File: src/rtl/row_sync_arbiter_if.sv
// Core-side bundle of the row arbiter: request/lock levels in, grant and barrier status out.
// The arbiter connects through the slave modport; the cores' side uses master.
interface row_sync_arbiter_if #(
    parameter int NUM_CORES = 4
);
    localparam int ID_W = $clog2(NUM_CORES);

    logic [NUM_CORES-1:0] i_core_req;
    logic [NUM_CORES-1:0] i_core_locked;
    logic                 i_drain_done;
    logic [NUM_CORES-1:0] o_core_grant;
    logic [ID_W-1:0]      o_grant_id;
    logic                 o_uram_emptied;
    logic                 o_drain_start;
    logic                 o_timeout_err;

    modport slave (
        input  i_core_req, i_core_locked, i_drain_done,
        output o_core_grant, o_grant_id, o_uram_emptied, o_drain_start, o_timeout_err
    );

    modport master (
        output i_core_req, i_core_locked, i_drain_done,
        input  o_core_grant, o_grant_id, o_uram_emptied, o_drain_start, o_timeout_err
    );
endinterface

File: src/rtl/row_sync_arbiter.sv
// Round-robin owner arbitration for the shared URAM plus an all-cores-locked barrier
// that runs one drain handshake before releasing the cores via o_uram_emptied.
module row_sync_arbiter #(
    parameter int NUM_CORES       = 4,
    parameter int MAX_HOLD_CYCLES = 1024
) (
    input  logic               clk,
    input  logic               reset_n,
    row_sync_arbiter_if.slave  bus
);
    localparam int ID_W  = $clog2(NUM_CORES);
    localparam int CNT_W = $clog2(MAX_HOLD_CYCLES);
    localparam logic [CNT_W-1:0] HOLD_LAST = CNT_W'(MAX_HOLD_CYCLES - 1);

    typedef enum logic [1:0] {
        ST_ARB,
        ST_HOLD,
        ST_DRAIN,
        ST_EMPTIED
    } state_e;

    state_e               state_q,    state_d;
    logic [ID_W-1:0]      rr_ptr_q,   rr_ptr_d;
    logic [CNT_W-1:0]     hold_cnt_q, hold_cnt_d;
    logic [NUM_CORES-1:0] grant_q,    grant_d;
    logic [ID_W-1:0]      grant_id_q, grant_id_d;
    logic                 timeout_q,  timeout_d;

    logic [NUM_CORES-1:0] eligible;
    logic                 pick_found;
    logic [ID_W-1:0]      pick_id;

    function automatic logic [ID_W-1:0] wrap_add(input logic [ID_W-1:0] base, input int off);
        int sum;
        sum = int'(base) + off;
        if (sum >= NUM_CORES) sum = sum - NUM_CORES;
        return ID_W'(sum);
    endfunction

    assign eligible = bus.i_core_req & ~bus.i_core_locked;

    // Scan downward so the last hit, i.e. the nearest at or after rr_ptr, wins.
    always_comb begin
        pick_found = 1'b0;
        pick_id    = '0;
        for (int off = NUM_CORES - 1; off >= 0; off--) begin
            if (eligible[wrap_add(rr_ptr_q, off)]) begin
                pick_found = 1'b1;
                pick_id    = wrap_add(rr_ptr_q, off);
            end
        end
    end

    always_comb begin
        // NOTE: every output of this block gets a default first, so no path leaves one unassigned and no latch is inferred.
        state_d    = state_q;
        rr_ptr_d   = rr_ptr_q;
        hold_cnt_d = hold_cnt_q;
        grant_d    = grant_q;
        grant_id_d = grant_id_q;
        timeout_d  = 1'b0;

        case (state_q)
            ST_ARB: begin
                if (&bus.i_core_locked) begin
                    state_d = ST_DRAIN;
                end else if (pick_found) begin
                    grant_d    = NUM_CORES'(1) << pick_id;
                    grant_id_d = pick_id;
                    hold_cnt_d = '0;
                    state_d    = ST_HOLD;
                end
            end
            ST_HOLD: begin
                hold_cnt_d = hold_cnt_q + 1'b1;
                if (!bus.i_core_req[grant_id_q] || hold_cnt_q == HOLD_LAST) begin
                    grant_d   = '0;
                    rr_ptr_d  = wrap_add(grant_id_q, 1);
                    state_d   = ST_ARB;
                    timeout_d = bus.i_core_req[grant_id_q];
                end
            end
            ST_DRAIN: begin
                if (bus.i_drain_done) state_d = ST_EMPTIED;
            end
            ST_EMPTIED: begin
                if (bus.i_core_locked == '0) state_d = ST_ARB;
            end
            default: state_d = ST_ARB;
        endcase
    end

    always_ff @(posedge clk or negedge reset_n) begin
        if (!reset_n) begin
            state_q    <= ST_ARB;
            rr_ptr_q   <= '0;
            hold_cnt_q <= '0;
            grant_q    <= '0;
            grant_id_q <= '0;
            timeout_q  <= 1'b0;
        end else begin
            // NOTE: non-blocking so every register samples pre-edge values regardless of statement order.
            state_q    <= state_d;
            rr_ptr_q   <= rr_ptr_d;
            hold_cnt_q <= hold_cnt_d;
            grant_q    <= grant_d;
            grant_id_q <= grant_id_d;
            timeout_q  <= timeout_d;
        end
    end

    assign bus.o_core_grant   = grant_q;
    assign bus.o_grant_id     = grant_id_q;
    assign bus.o_timeout_err  = timeout_q;
    assign bus.o_drain_start  = (state_q == ST_DRAIN);
    assign bus.o_uram_emptied = (state_q == ST_EMPTIED);
endmodule

File: src/flat_wrapper.sv
// flat-port wrapper written by rule: the top's interface ports become plain ports
module row_sync_arbiter_flat 
#(
    parameter int NUM_CORES       = 4,
    parameter int MAX_HOLD_CYCLES = 1024
)
  (clk, reset_n, bus_i_core_req, bus_i_core_locked, bus_i_drain_done, bus_o_core_grant, bus_o_grant_id, bus_o_uram_emptied, bus_o_drain_start, bus_o_timeout_err);
  row_sync_arbiter_if #(.NUM_CORES(NUM_CORES)) bus_i ();
  input  logic clk;
  input  logic reset_n;
  input wire logic [$bits(bus_i.i_core_req)-1:0] bus_i_core_req;
  input wire logic [$bits(bus_i.i_core_locked)-1:0] bus_i_core_locked;
  input wire logic [$bits(bus_i.i_drain_done)-1:0] bus_i_drain_done;
  output wire logic [$bits(bus_i.o_core_grant)-1:0] bus_o_core_grant;
  output wire logic [$bits(bus_i.o_grant_id)-1:0] bus_o_grant_id;
  output wire logic [$bits(bus_i.o_uram_emptied)-1:0] bus_o_uram_emptied;
  output wire logic [$bits(bus_i.o_drain_start)-1:0] bus_o_drain_start;
  output wire logic [$bits(bus_i.o_timeout_err)-1:0] bus_o_timeout_err;
  assign bus_i.i_core_req = bus_i_core_req;
  assign bus_i.i_core_locked = bus_i_core_locked;
  assign bus_i.i_drain_done = bus_i_drain_done;
  assign bus_o_core_grant = bus_i.o_core_grant;
  assign bus_o_grant_id = bus_i.o_grant_id;
  assign bus_o_uram_emptied = bus_i.o_uram_emptied;
  assign bus_o_drain_start = bus_i.o_drain_start;
  assign bus_o_timeout_err = bus_i.o_timeout_err;
  row_sync_arbiter #(.NUM_CORES(NUM_CORES), .MAX_HOLD_CYCLES(MAX_HOLD_CYCLES)) u_core (.clk(clk), .reset_n(reset_n), .bus(bus_i));
endmodule
File: config.mk
export PLATFORM = sky130hd
export DESIGN_NAME = row_sync_arbiter_flat
export DESIGN_NICKNAME = d
export VERILOG_FILES = /design/src/rtl/row_sync_arbiter_if.sv /design/src/rtl/row_sync_arbiter.sv /design/src/flat_wrapper.sv
export SDC_FILE = /design/constraint.sdc
export NUM_CORES = 1
export LEC_CHECK = 0
export CAP_MARGIN = 20
export CORE_ASPECT_RATIO = 0.6
export CORE_MARGIN = 3
export CORE_UTILIZATION = 30
export DETAILED_ROUTE_END_ITERATION = 8
export PLACE_DENSITY_LB_ADDON = 0.25
export SLEW_MARGIN = 5
export SYNTH_ARGS = -nofsm -noshare
export SYNTH_HDL_FRONTEND = slang
export SYNTH_SLANG_ARGS = --single-unit
File: constraint.sdc
create_clock -name clk -period 2.5 [get_ports clk]
set_input_delay 0.5 -clock clk [delete_from_list [all_inputs] [get_ports clk]]
set_output_delay 0.5 -clock clk [all_outputs]
set_load 0.05 [all_outputs]
==> reports/qor.yml <==
power.leakage_nw: 0.6382
routabilityCongestion: 0.8659
fraction_of_final_layout_cells_with_drive_strength_greater_than_1: 0.1419
max_freq_mhz: 463.7
power.density_cell_area_nw_per_um2: 1035
yosysWarnings: 0
relSlewSlack: 0.5268
grt_pass1_vias: 1040
start_util: 0.3266
synth_seq_area_share: 0.4179
cp.required_ns: 2.00
timing.hold.worst.class: "register to register"
drt_drc_violations_left: 0
rsz0062_at_grt: "false"
setup_violations: 0
timing_worst_setup_path_type: "register to output port"
area_growth_syn_to_layout_pct: 26.37
floorplan.rows: 17
synth_top_area_cell: "sky130_fd_sc_hd__dfrtp_1"
hold_viol: 0
endpoint_kind: "output port"
io_buffer_count: 19
power.ir.vdd_worst_v: 0.0004629
core_util_final: 0.4127
cap_viol_max_count: 0
signal_arrival_time_at_the_worst_endpoint_ns: 1.66
cts-root-to-sink-buffers: 2
post_layout_net_count: 168
diodes: 0
startpoint_type: "register"
finalSetupTns_ns: 0
cts_max_level: 1
tightestPinTransition_ns: 0.7039
design.portCount: 20
die-area_sq_um: 5030
path_max_fanout: 6
grt_antenna_before_repair: 0
cell_with_the_largest_stage_delay_on_the_worst_path: "sky130_fd_sc_hd__clkdlybuf4s50_1"
outcome: "finished clean"
ys_ff_latch: 21
largest_net_degree_at_the_start_of_global_routing: 22
die_h_microns: 56.15
drt_iter0_drc: 65
via_count: 1115
grt_first_pass_wirelength_microns: 5285
cts_setup_buffers: 0
avgSynthCellArea_sq_um: 9.599
crit_family: "buffers and inverters"
mappedNetlistNets: 143
synth_top_area_share: 0.4179
dp_hpwl_microns: 2381
cts_hold_buf: 0
cts_resized: 0
detail_route.first_pass.iterations: 5
globalRouteMet1Util: 0.2152
cts_tree: "yes"
die_width_microns: 89.58
drv_slew: 0
timing.critical_path.slowest_cell_delay_ns: 0.87
grt.total_usage: 0.1372
core-area_sq_um: 3850
postSynthCellCount: 131
period_share: 0.8627
route.detailed.vias_per_inst: 5.259
grt_overflow: 0
ys_async_sr_fraction: 1.000
yosys-top-cells-area: "sky130_fd_sc_hd__dfrtp_1 42%, sky130_fd_sc_hd__mux2i_1 8.0%, sky130_fd_sc_hd__o2bb2ai_1 4.2%"
worstPathBufferInverterCount: 1
grt_use_met3: 0.04142
synth-edff-count: 0
wire_per_inst_microns: 15.09
worstPathCellList: "clkdlybuf4s50_1"
clk_transition_reported_paths_ns: 0.08
worstSkewPairLatency_ns: 0.27
ant_nets: 0
numClockSinks: 21
timing.final.crit_period_ns: 2.157
synth_cell_type_count: 43
met2_usage: 0.1750
syn-cell-area_sq_um: 1257
numCtsBuffers: 3
drt-total-wl_microns: 3199
finClkSkew_ns: 0.002573
grt.busiest_layer: "met1"
cts_root_buffer: "sky130_fd_sc_hd__clkbuf_8"
synthFlopType: "sky130_fd_sc_hd__dfrtp_1"
area by class of cell:
cell class                      count  area (sq um)
Fill cell                         377          2261
Multi-Input combinational cell     92         664.4
Sequential cell                    21         525.5
Timing Repair Buffer               25         230.2
Tap cell                           57         71.32
Inverter                           13         48.80
Clock buffer                        3         41.29
Clock inverter                      1         7.507
worst min-delay path, cell delays in order (launching register included):
cell and delay [ns]:
sky130_fd_sc_hd__dfrtp_1 0.39, sky130_fd_sc_hd__inv_1 0.05, sky130_fd_sc_hd__o2bb2ai_1 0.05
Yosys cell counts, drive strengths merged, types with 3 or more instances:
cell type	n
dfrtp	21
inv	12
nor2	11
mux2i	10
nand2	10
o2bb2ai	6
clkbuf	5
nor2b	5
a211oi	4
nor4	4
a21o	3
nand3	3
o21ai	3
sequential cells by signal, indices dropped and copies added (netlist names):
register,flops
u_core.bus.o_core_grant,4
u_core.hold_cnt_q,10
u_core.bus.o_grant_id,2
u_core.state_q,2
u_core.bus.o_timeout_err,1
u_core.rr_ptr_q,2
through the flow:
| step | hold slack (ns) | power [mW] | area [sq um] | instances | setup slack, ns |
|---|---|---|---|---|---|
| detailed placement | 0.5162 | 1.417 | 1540 | 208 | 0.1980 |
| global placement | 0.5201 | 1.397 | 1540 | 208 | 0.2188 |
| floorplan | 0.2044 | 1.152 | 1257 | 131 | 0.3651 |
| finish | 0.5290 | 1.645 | 1589 | 212 | 0.3433 |
| CTS | 0.5432 | 1.663 | 1589 | 212 | 0.3348 |
| global route | 0.5555 | 1.770 | 1589 | 212 | 0.3008 |
layer usage:
metal  wire length, microns  share of wire
met4                     46          0.014
met2                   1242           0.39
met3                    181          0.057
met5                      0              0
met1                   1729           0.54
where the power goes:
part | switching, mW | internal (mW)
sequential | 0.165 | 0.460
clock | 0.120 | 0.113
combinational | 0.479 | 0.309
total | 0.764 | 0.881
worst paths after layout:
kind                                       startpoint                    endpoint  slack (ns)  depth (start not counted)
hold reg to reg            u_core.bus.o_core_grant[3]  u_core.bus.o_core_grant[3]        0.53                          2
setup reg to reg                 u_core.hold_cnt_q[0]  u_core.bus.o_core_grant[1]        0.50                          5
setup / recovery             u_core.bus.o_grant_id[0]           bus_o_grant_id[0]        0.34                          1
hold / removal             u_core.bus.o_core_grant[3]  u_core.bus.o_core_grant[3]        0.53                          2
min in group asynchronous                     reset_n          u_core.rr_ptr_q[1]        0.58                          2
max in group asynchronous                     reset_n  u_core.bus.o_core_grant[0]        1.69                          2
cell usage in the layout, fill, tap and decap left out, types with 2 or more instances in the layout:
cell / netlist / layout
sky130_fd_sc_hd__nor2_1: 11 / 11
sky130_fd_sc_hd__mux2i_1: 10 / 10
sky130_fd_sc_hd__clkbuf_8: 0 / 3
sky130_fd_sc_hd__o21bai_1: 2 / 2
sky130_fd_sc_hd__nand3b_1: 2 / 2
sky130_fd_sc_hd__nor2b_1: 4 / 4
sky130_fd_sc_hd__o32ai_1: 2 / 2
sky130_fd_sc_hd__buf_4: 0 / 8
sky130_fd_sc_hd__o21ai_0: 3 / 3
sky130_fd_sc_hd__dfrtp_1: 21 / 21
sky130_fd_sc_hd__nand2_1: 10 / 10
sky130_fd_sc_hd__o22ai_1: 2 / 2
sky130_fd_sc_hd__a21o_1: 3 / 3
sky130_fd_sc_hd__nand2b_1: 2 / 2
sky130_fd_sc_hd__a211oi_1: 4 / 4
sky130_fd_sc_hd__inv_1: 12 / 12
sky130_fd_sc_hd__o2bb2ai_1: 6 / 6
sky130_fd_sc_hd__nand3_1: 2 / 2
sky130_fd_sc_hd__nor3_1: 2 / 2
sky130_fd_sc_hd__a22o_1: 2 / 2
sky130_fd_sc_hd__clkdlybuf4s50_1: 0 / 17
sky130_fd_sc_hd__nor4_1: 3 / 3
cells by family after synthesis:
| kind of cell | share of synthesized area |
|---|---|
| AND/OR/NAND/NOR | 0.1920 |
| AO/OA/AOI/OAI | 0.2308 |
| flip-flops | 0.4179 |
| buffers and inverters | 0.05373 |
| multiplexers | 0.08856 |
| XOR/XNOR | 0.006966 |
| adder cells (fa/ha/maj) | 0.009949 |
Power figures use the tool's default switching activity.
